<file path="config.mk">
export PLATFORM = sky130hd
export DESIGN_NAME = commit_history
export DESIGN_NICKNAME = d
export VERILOG_FILES = /design/src/rtl/commit_history.sv
export SDC_FILE = /design/constraint.sdc
export NUM_CORES = 1
export LEC_CHECK = 0
export ABC_AREA = 1
export CELL_PAD_IN_SITES_DETAIL_PLACEMENT = 0
export CELL_PAD_IN_SITES_GLOBAL_PLACEMENT = 1
export CORE_AREA = 5 5 284 286
export CTS_CLUSTER_DIAMETER = 60
export DETAILED_ROUTE_END_ITERATION = 8
export DIE_AREA = 0 0 289 291
export GPL_TIMING_DRIVEN = 0
export PLACE_DENSITY = 0.82
export SLEW_MARGIN = 0
export SYNTH_ARGS = -nofsm -noshare
export SYNTH_HDL_FRONTEND = slang
export SYNTH_SLANG_ARGS = --single-unit
</file>
<file path="constraint.sdc">
create_clock -name clk -period 8 [get_ports clk]
set_input_delay 1.2 -clock clk [delete_from_list [all_inputs] [get_ports clk]]
set_output_delay 1.2 -clock clk [all_outputs]
set_load 0.005 [all_outputs]
</file>
<file path="src/rtl/commit_history.sv">
// commit_history
//   Ring buffer of the most recently committed PCs, fed by up to LANES commit
//   lanes per cycle. It also keeps the youngest committed PC and a running
//   retired-instruction count.
//
// Ports
//   clk             sole clock; all state updates on its rising edge
//   rst_n           asynchronous active-low reset
//   i_commit_valid  per-lane commit valid (lane 0 is oldest)
//   i_commit_flush  per-lane bubble marker; a flushed lane is ignored
//   i_commit_pc     per-lane committed PC
//   i_clear         synchronous history clear
//   i_freeze        holds ring contents and pointers (debug)
//   i_rd_idx        history read index, 0 = youngest entry
//   o_last_pc       PC of the youngest accepted commit
//   o_rd_pc         PC at i_rd_idx (0 when the entry is not populated)
//   o_rd_valid      i_rd_idx addresses a populated entry
//   o_count         populated entries, saturating at DEPTH
//   o_overflow      sticky: an entry was overwritten since reset/clear
//   o_instret       total accepted commits since reset
module commit_history #(
    parameter int          LANES    = 2,
    parameter int          DEPTH    = 8,
    parameter logic [63:0] RESET_PC = 64'h8000_0000,
    localparam int         AW       = $clog2(DEPTH),
    localparam int         CW       = AW + 1
) (
    input  logic                   clk,
    input  logic                   rst_n,
    input  logic [LANES-1:0]       i_commit_valid,
    input  logic [LANES-1:0]       i_commit_flush,
    input  logic [LANES-1:0][63:0] i_commit_pc,
    input  logic                   i_clear,
    input  logic                   i_freeze,
    input  logic [AW-1:0]          i_rd_idx,
    output logic [63:0]            o_last_pc,
    output logic [63:0]            o_rd_pc,
    output logic                   o_rd_valid,
    output logic [CW-1:0]          o_count,
    output logic                   o_overflow,
    output logic [63:0]            o_instret
);

    // Accepted-lane count needs to hold values up to 4.
    localparam int KW = 3;

    logic [AW-1:0]          r_wr_ptr;
    logic [CW-1:0]          r_count;
    logic                   r_overflow;
    logic [63:0]            r_last_pc;
    logic [63:0]            r_instret;
    logic [63:0]            r_ring [DEPTH];

    logic [LANES-1:0]          w_acc;
    logic [LANES-1:0][AW-1:0]  w_slot;
    logic [KW-1:0]             w_k;
    logic [63:0]               w_last_pc_next;
    logic [CW:0]               w_sum;
    logic                      w_over;
    logic                      w_ring_we;
    logic [AW-1:0]             w_rd_addr;

    genvar gi;
    generate
        for (gi = 0; gi < LANES; gi++) begin : g_acc
            assign w_acc[gi] = i_commit_valid[gi] & ~i_commit_flush[gi];
        end
    endgenerate

    // Compaction: each accepted lane lands at wr_ptr plus the number of
    // accepted lanes below it, so flushed lanes leave no hole. The slot
    // arithmetic wraps naturally at AW bits, which handles a write that
    // straddles entry DEPTH-1 and entry 0 in the same cycle.
    always_comb begin
        w_k            = '0;
        w_last_pc_next = r_last_pc;
        for (int j = 0; j < LANES; j++) begin
            w_slot[j] = r_wr_ptr + AW'(w_k);
            if (w_acc[j]) begin
                w_k            = w_k + KW'(1);
                w_last_pc_next = i_commit_pc[j];
            end
        end
    end

    assign w_sum     = (CW+1)'(r_count) + (CW+1)'(w_k);
    assign w_over    = w_sum > (CW+1)'(DEPTH);
    // clear takes priority over freeze; both block ring writes.
    assign w_ring_we = ~i_clear & ~i_freeze;

    // Ring storage carries no reset: its contents are masked by count.
    always_ff @(posedge clk) begin
        if (w_ring_we) begin
            for (int j = 0; j < LANES; j++) begin
                if (w_acc[j]) begin
                    r_ring[w_slot[j]] <= i_commit_pc[j];
                end
            end
        end
    end

    always_ff @(posedge clk or negedge rst_n) begin
        if (!rst_n) begin
            r_wr_ptr   <= '0;
            r_count    <= '0;
            r_overflow <= 1'b0;
            r_last_pc  <= RESET_PC;
            r_instret  <= '0;
        end else begin
            // last_pc and instret keep tracking commits through clear/freeze.
            r_last_pc <= w_last_pc_next;
            r_instret <= r_instret + 64'(w_k);
            if (i_clear) begin
                r_wr_ptr   <= '0;
                r_count    <= '0;
                r_overflow <= 1'b0;
            end else if (!i_freeze) begin
                r_wr_ptr <= r_wr_ptr + AW'(w_k);
                r_count  <= w_over ? CW'(DEPTH) : w_sum[CW-1:0];
                if (w_over) begin
                    r_overflow <= 1'b1;
                end
            end
        end
    end

    // Index 0 is the entry just behind the write pointer (youngest).
    assign w_rd_addr  = r_wr_ptr - AW'(1) - i_rd_idx;
    assign o_rd_valid = {1'b0, i_rd_idx} < r_count;
    assign o_rd_pc    = o_rd_valid ? r_ring[w_rd_addr] : 64'd0;

    assign o_last_pc  = r_last_pc;
    assign o_count    = r_count;
    assign o_overflow = r_overflow;
    assign o_instret  = r_instret;

endmodule

</file>
; ---- Word level (Yosys, flattened, before mapping)
; Memory sizes are Yosys's and may differ from the RTL's.
; Index checks and enable logic that the tools add are counted.
[totals]
ram_bits = 512
n_memories = 1
output_inout_bits = 198
word_cells = 45
regBits = 136
inputBits = 139
[memory_table]
columns = name, words, word_bits, rd, rd_clocked_by_memory_dff, wr, line
row1 = r_ring, 8, 64, 1, 0, 2, 52  ; logic [63:0] r_ring [DEPTH];
[op_classes]
eq_ne = 1
order_cmp = 2
mux = 19
addsub = 7
n_reduce_logical = 3
n_bitwise = 7
[op_table]
columns = op, n
row1 = $mux 64, 3
row2 = $add 64x3->64, 1
row3 = $mux 4, 3
row4 = $mux 1, 10
row5 = $mux 3, 3
row6 = $add 3x3->3, 2
row7 = $add 4x3->5, 1
row8 = $gt 5x4->1 const B, 1
row9 = $lt 3x4->1, 1
row10 = $not 1->1, 4
row11 = $reduce_bool 2->1, 2
row12 = $add 3x1->3 const B, 1
row13 = $and 1x1->1, 3
row14 = $sub 3x1->3 const B, 1
row15 = $sub 3x3->3, 1
row16 = $ne 2x2->1 const B, 1
row17 = $reduce_and 2->1, 1

; ---- Longest topological paths before layout
[logic_depth]
depth_word = 10
mapped_depth = 17
depth_no_buf = 16

; ---- Least setup slack after synthesis
; No wires, ideal clock.
[synth_timing]
path_type = input -> register
startpoint = input i_freeze
endpoint = memory r_ring[2][0], enable pin
slack_ns = 1.186
path_buffers = 0
cell_stages = 5
setup_ns = 0.574
t_arrival_ns = 6.240
required_time_ns = 7.426
cell_sequence = nor2_4 inv_2 nor2_1 nand3_1 o21ai_0
[synth_lines]
columns = element, line
row1 = "start, declared", 34  ; input logic i_freeze,
row2 = "end, declared", 52

; ---- Worst setup path after layout
[layout_timing]
startpoint = input i_rd_idx[0]
endpoint = output o_rd_pc[2]
[layout_via]
elab_chain_len = 3
word_cells_on_any_way = 4
classes_between = add/sub (1) / order compare (1) / mux (1) / memory (1)
[layout_lines]
columns = element, line
row1 = "start, declared", 35  ; input logic [AW-1:0] i_rd_idx,
row2 = $sub 3x3->3, 128  ; assign w_rd_addr = r_wr_ptr - AW'(1) - i_rd_idx;
row3 = $mem_v2 8x64, --
row4 = $mux 64 *, 130  ; assign o_rd_pc = o_rd_valid ? r_ring[w_rd_addr] : 64'd0;
row5 = "end, declared", 37  ; output logic [63:0] o_rd_pc,
; Every way passes the cells marked *; elsewhere a longest branch is shown, timed or not.

==> results.yml <==
placement:
  dp_cells: 5083
  io_buffers: 272
  gp_congestion: 0.881
  dp_hpwl_mm: 83.9
layout:
  ff_latch_area_um2: 18800
  stdcell_count: 5224
  drive_gt1_share_pct: 9.18
  syn2layout_area_growth_pct: 20.4
  nFillCells: 7280
  utilization_pct: 52.1
  multi_input_area_um2: 12800
  nNetsFinal: 4260
floorplan:
  die_h_um: 291
  die_w_um: 289
  start_util_pct: 43.3
  io_pins: 337
  dieArea_um2: 84100
  coreArea_um2: 78100
  num_rows: 103
drt:
  wl_per_cell_um: 22.6
  final_antenna_net_count: 0
  drc: 0
  dr.pass1.iters: 7
  first_iter_violations: 3171
  vias: 29016
  wl_mm: 118
  viasPerCell: 5.55
run:
  cap_violations: 0
timing:
  fmax_mhz: 156
  tightest_slew_ns: 0.984
  period_needed_ns: 6.41
  slew_violations: 0
  skew_ns: 0.0270
  maxSlewHeadroom_pct: 34.2
  rsz0062_at_grt: "false"
  setup_viol_count_final: 0
  hold_violations: 0
  post-route-period-util_pct: 80.1
critical_path:
  required_ns: 6.80
  critPathCaptureType: "output pin"
  crit_path_max_fanout: 10
  r2r_slack_ns: 4.32
  cp.arrival_ns: 5.21
  crit_type: "in2out"
  cp-start-kind: "input pin"
synth:
  synth-xor-area-share_pct: 1.42
  synth_top_cells_by_area: "edfxtp_1 45%, nand2_1 14%, dfrtp_1 10%, o21ai_0 6.6%, a32o_1 3.7%"
  synth_compound_area_share_pct: 16.5
  synthArstFlopShare_pct: 21.0
  syn_nets: 3892
  synth_edf_count: 512
  ys.warnings.count: 0
  synth_top_cell_area_share_pct: 45.5
  ys_seq_elements: 648
  synthAdderAreaFrac_pct: 0.429
  synth_cells: 3742
  synthMuxAreaShare_pct: 0
  yosysSeqAreaShare_pct: 55.5
  synth_top_family_by_area: "simple AND/OR/NAND/NOR gates"
  synthFlopType: "edfxtp_1"
  synth_area_per_cell_um2: 9.04
  synthSimpleGateAreaFrac_pct: 19.3
  yosys.area.top_type: "edfxtp_1"
  syn_area_um2: 33800
  synth_cell_type_count: 43
power:
  irDropWorstVdd_mv: 0.116
  powerDensity_nw_per_um2: 212
  p_total_mw: 8.63
  p_leak_nw: 16.2
global_routing:
  grt_overflow: 0
  grt_pass1_wl_mm: 177
  grt_util_all_layers_pct: 27.4
  globalRouteMet1Util_pct: 36.3
  grt_pass1_vias: 28819
  grt_use_met2_pct: 45.4
  grt_max_degree: 75
  antenna_found_initial: 4
  grt.busiest_layer: "met2"
  use_met3_pct: 4.29
cts:
  htreeDepth: 3
  clkSinkCount: 648
  clock_tree.buffer_depth: 3
  cts-resized-gates: 0
  hold_buffers: 0
  insertion_delay_ns: 0.61
  cts_buffers: 75
  root_buffer: "clkbuf_16"
  cts_setup_buffers: 0
  cts_tree: "yes"
  clk_pin_slew_ns: 0.06
run_status:
  status: "complete, no violations"
worst_hold_path:
  holdCritPathClass: "reg2reg"
flip-flops by register name, summed over array words and instances, names as in the netlist:
signal	count
r_wr_ptr	3
o_count	4
o_overflow	1
o_last_pc	64
o_instret	64
r_ring	512
critical path: stages:
cell and delay [ns]:
clkdlybuf4s50_1 0.40, inv_1 0.10, ha_1 0.15, inv_1 0.05, fa_1 0.57, clkbuf_1 0.72, clkbuf_1 0.59, a21oi_1 0.10
a32o_1 0.25, nand2_1 0.06, nand2_1 0.07, nor2_1 0.34, clkdlybuf4s50_1 0.59
stage by stage:
| step | setup TNS, ns | area (um^2) | setup WS, ns | hold slack (ns) |
|---|---|---|---|---|
| after global placement | -1457.63 | 37900 | -3.89 | 0.464 |
| after floorplan | 0 | 33800 | 1.19 | 0.475 |
| after global routing | 0 | 40700 | 1.48 | 0.503 |
| final | 0 | 40700 | 1.59 | 0.483 |
| after CTS | 0 | 40700 | 1.69 | 0.488 |
| after detailed placement | 0 | 38400 | 1.68 | 0.473 |
cell families after synthesis:
family | after synthesis
and+or+nand+nor | 1653
adders and majority gates | 11
AOI/OAI and AO/OA | 918
DFF | 648
xor gates and xnor gates | 53
buffers and inverters | 459
layout make-up:
| cell class | instances | share of cell area [%] |
|---|---|---|
| sequential | 648 | 46.1 |
| multi-input combinational | 2635 | 31.5 |
| timing repair buffer | 291 | 7.82 |
| clock buffer | 98 | 5.03 |
| buffer | 310 | 4.30 |
| tap | 1050 | 3.23 |
| inverter | 149 | 1.37 |
| clock inverter | 39 | 0.636 |
| antenna | 4 | 0.0246 |
synth_stat cells, drive strengths merged (21+ instances only):
cell type,instances
a21oi,130
a32o,126
buf,208
clkbuf,102
dfrtp,135
edfxtp,512
inv,149
nand2,1311
nand3,43
nand4,29
nor2,230
nor3,24
o21ai,658
xnor2,21
xor2,32
placed cells by master (no fill, tap or decap), types with 6 or more instances in the layout:
| master | Yosys | final |
|---|---|---|
| a21oi_1 | 128 | 128 |
| a32o_1 | 126 | 126 |
| buf_1 | 82 | 82 |
| buf_12 | 0 | 9 |
| buf_16 | 0 | 10 |
| buf_2 | 48 | 48 |
| buf_4 | 16 | 16 |
| buf_6 | 62 | 62 |
| clkbuf_1 | 102 | 117 |
| clkbuf_16 | 0 | 78 |
| clkdlybuf4s50_1 | 0 | 271 |
| clkinv_1 | 0 | 15 |
| clkinv_2 | 0 | 14 |
| dfrtp_1 | 135 | 135 |
| edfxtp_1 | 512 | 512 |
| ha_1 | 10 | 10 |
| inv_1 | 147 | 147 |
| nand2_1 | 1304 | 1302 |
| nand2_2 | 7 | 7 |
| nand3_1 | 37 | 37 |
| nand3_2 | 6 | 6 |
| nand3b_1 | 7 | 7 |
| nand4_1 | 27 | 27 |
| nor2_1 | 222 | 222 |
| nor2_2 | 6 | 6 |
| nor3_1 | 19 | 19 |
| o21ai_0 | 444 | 438 |
| o21ai_1 | 128 | 128 |
| o21ai_2 | 86 | 86 |
| o21ai_4 | 0 | 6 |
| xnor2_1 | 20 | 20 |
| xor2_1 | 31 | 31 |
layer usage:
layer  share of wire, %  vias up  wire [um]
met3                8.0      235       9470
li1                   -    13520          -
met1                 40    13919      46800
met4                3.8        0       4480
met5                  0        -          0
met2                 48     1342      57100
worst paths after layout:
check	cells past startpoint	start	to
max in group asynchronous	2	rst_n	o_last_pc[46]
worst max-delay path	13	i_rd_idx[0]	o_rd_pc[2]
worst max register to register	11	r_wr_ptr[0]	r_ring[4][26]
min in group asynchronous	1	rst_n	o_instret[45]
worst min-delay path	2	o_last_pc[47]	o_last_pc[47]
worst min register to register	2	o_last_pc[47]	o_last_pc[47]
report_power, final:
group          internal (mW)  switching [mW]  leakage, nW
clock network           1.87            1.43         1.12
logic                  0.585           0.945         8.75
registers               3.74          0.0640         6.34
total                   6.19            2.44         16.2
No activity file was read; power rests on OpenSTA's default activity.
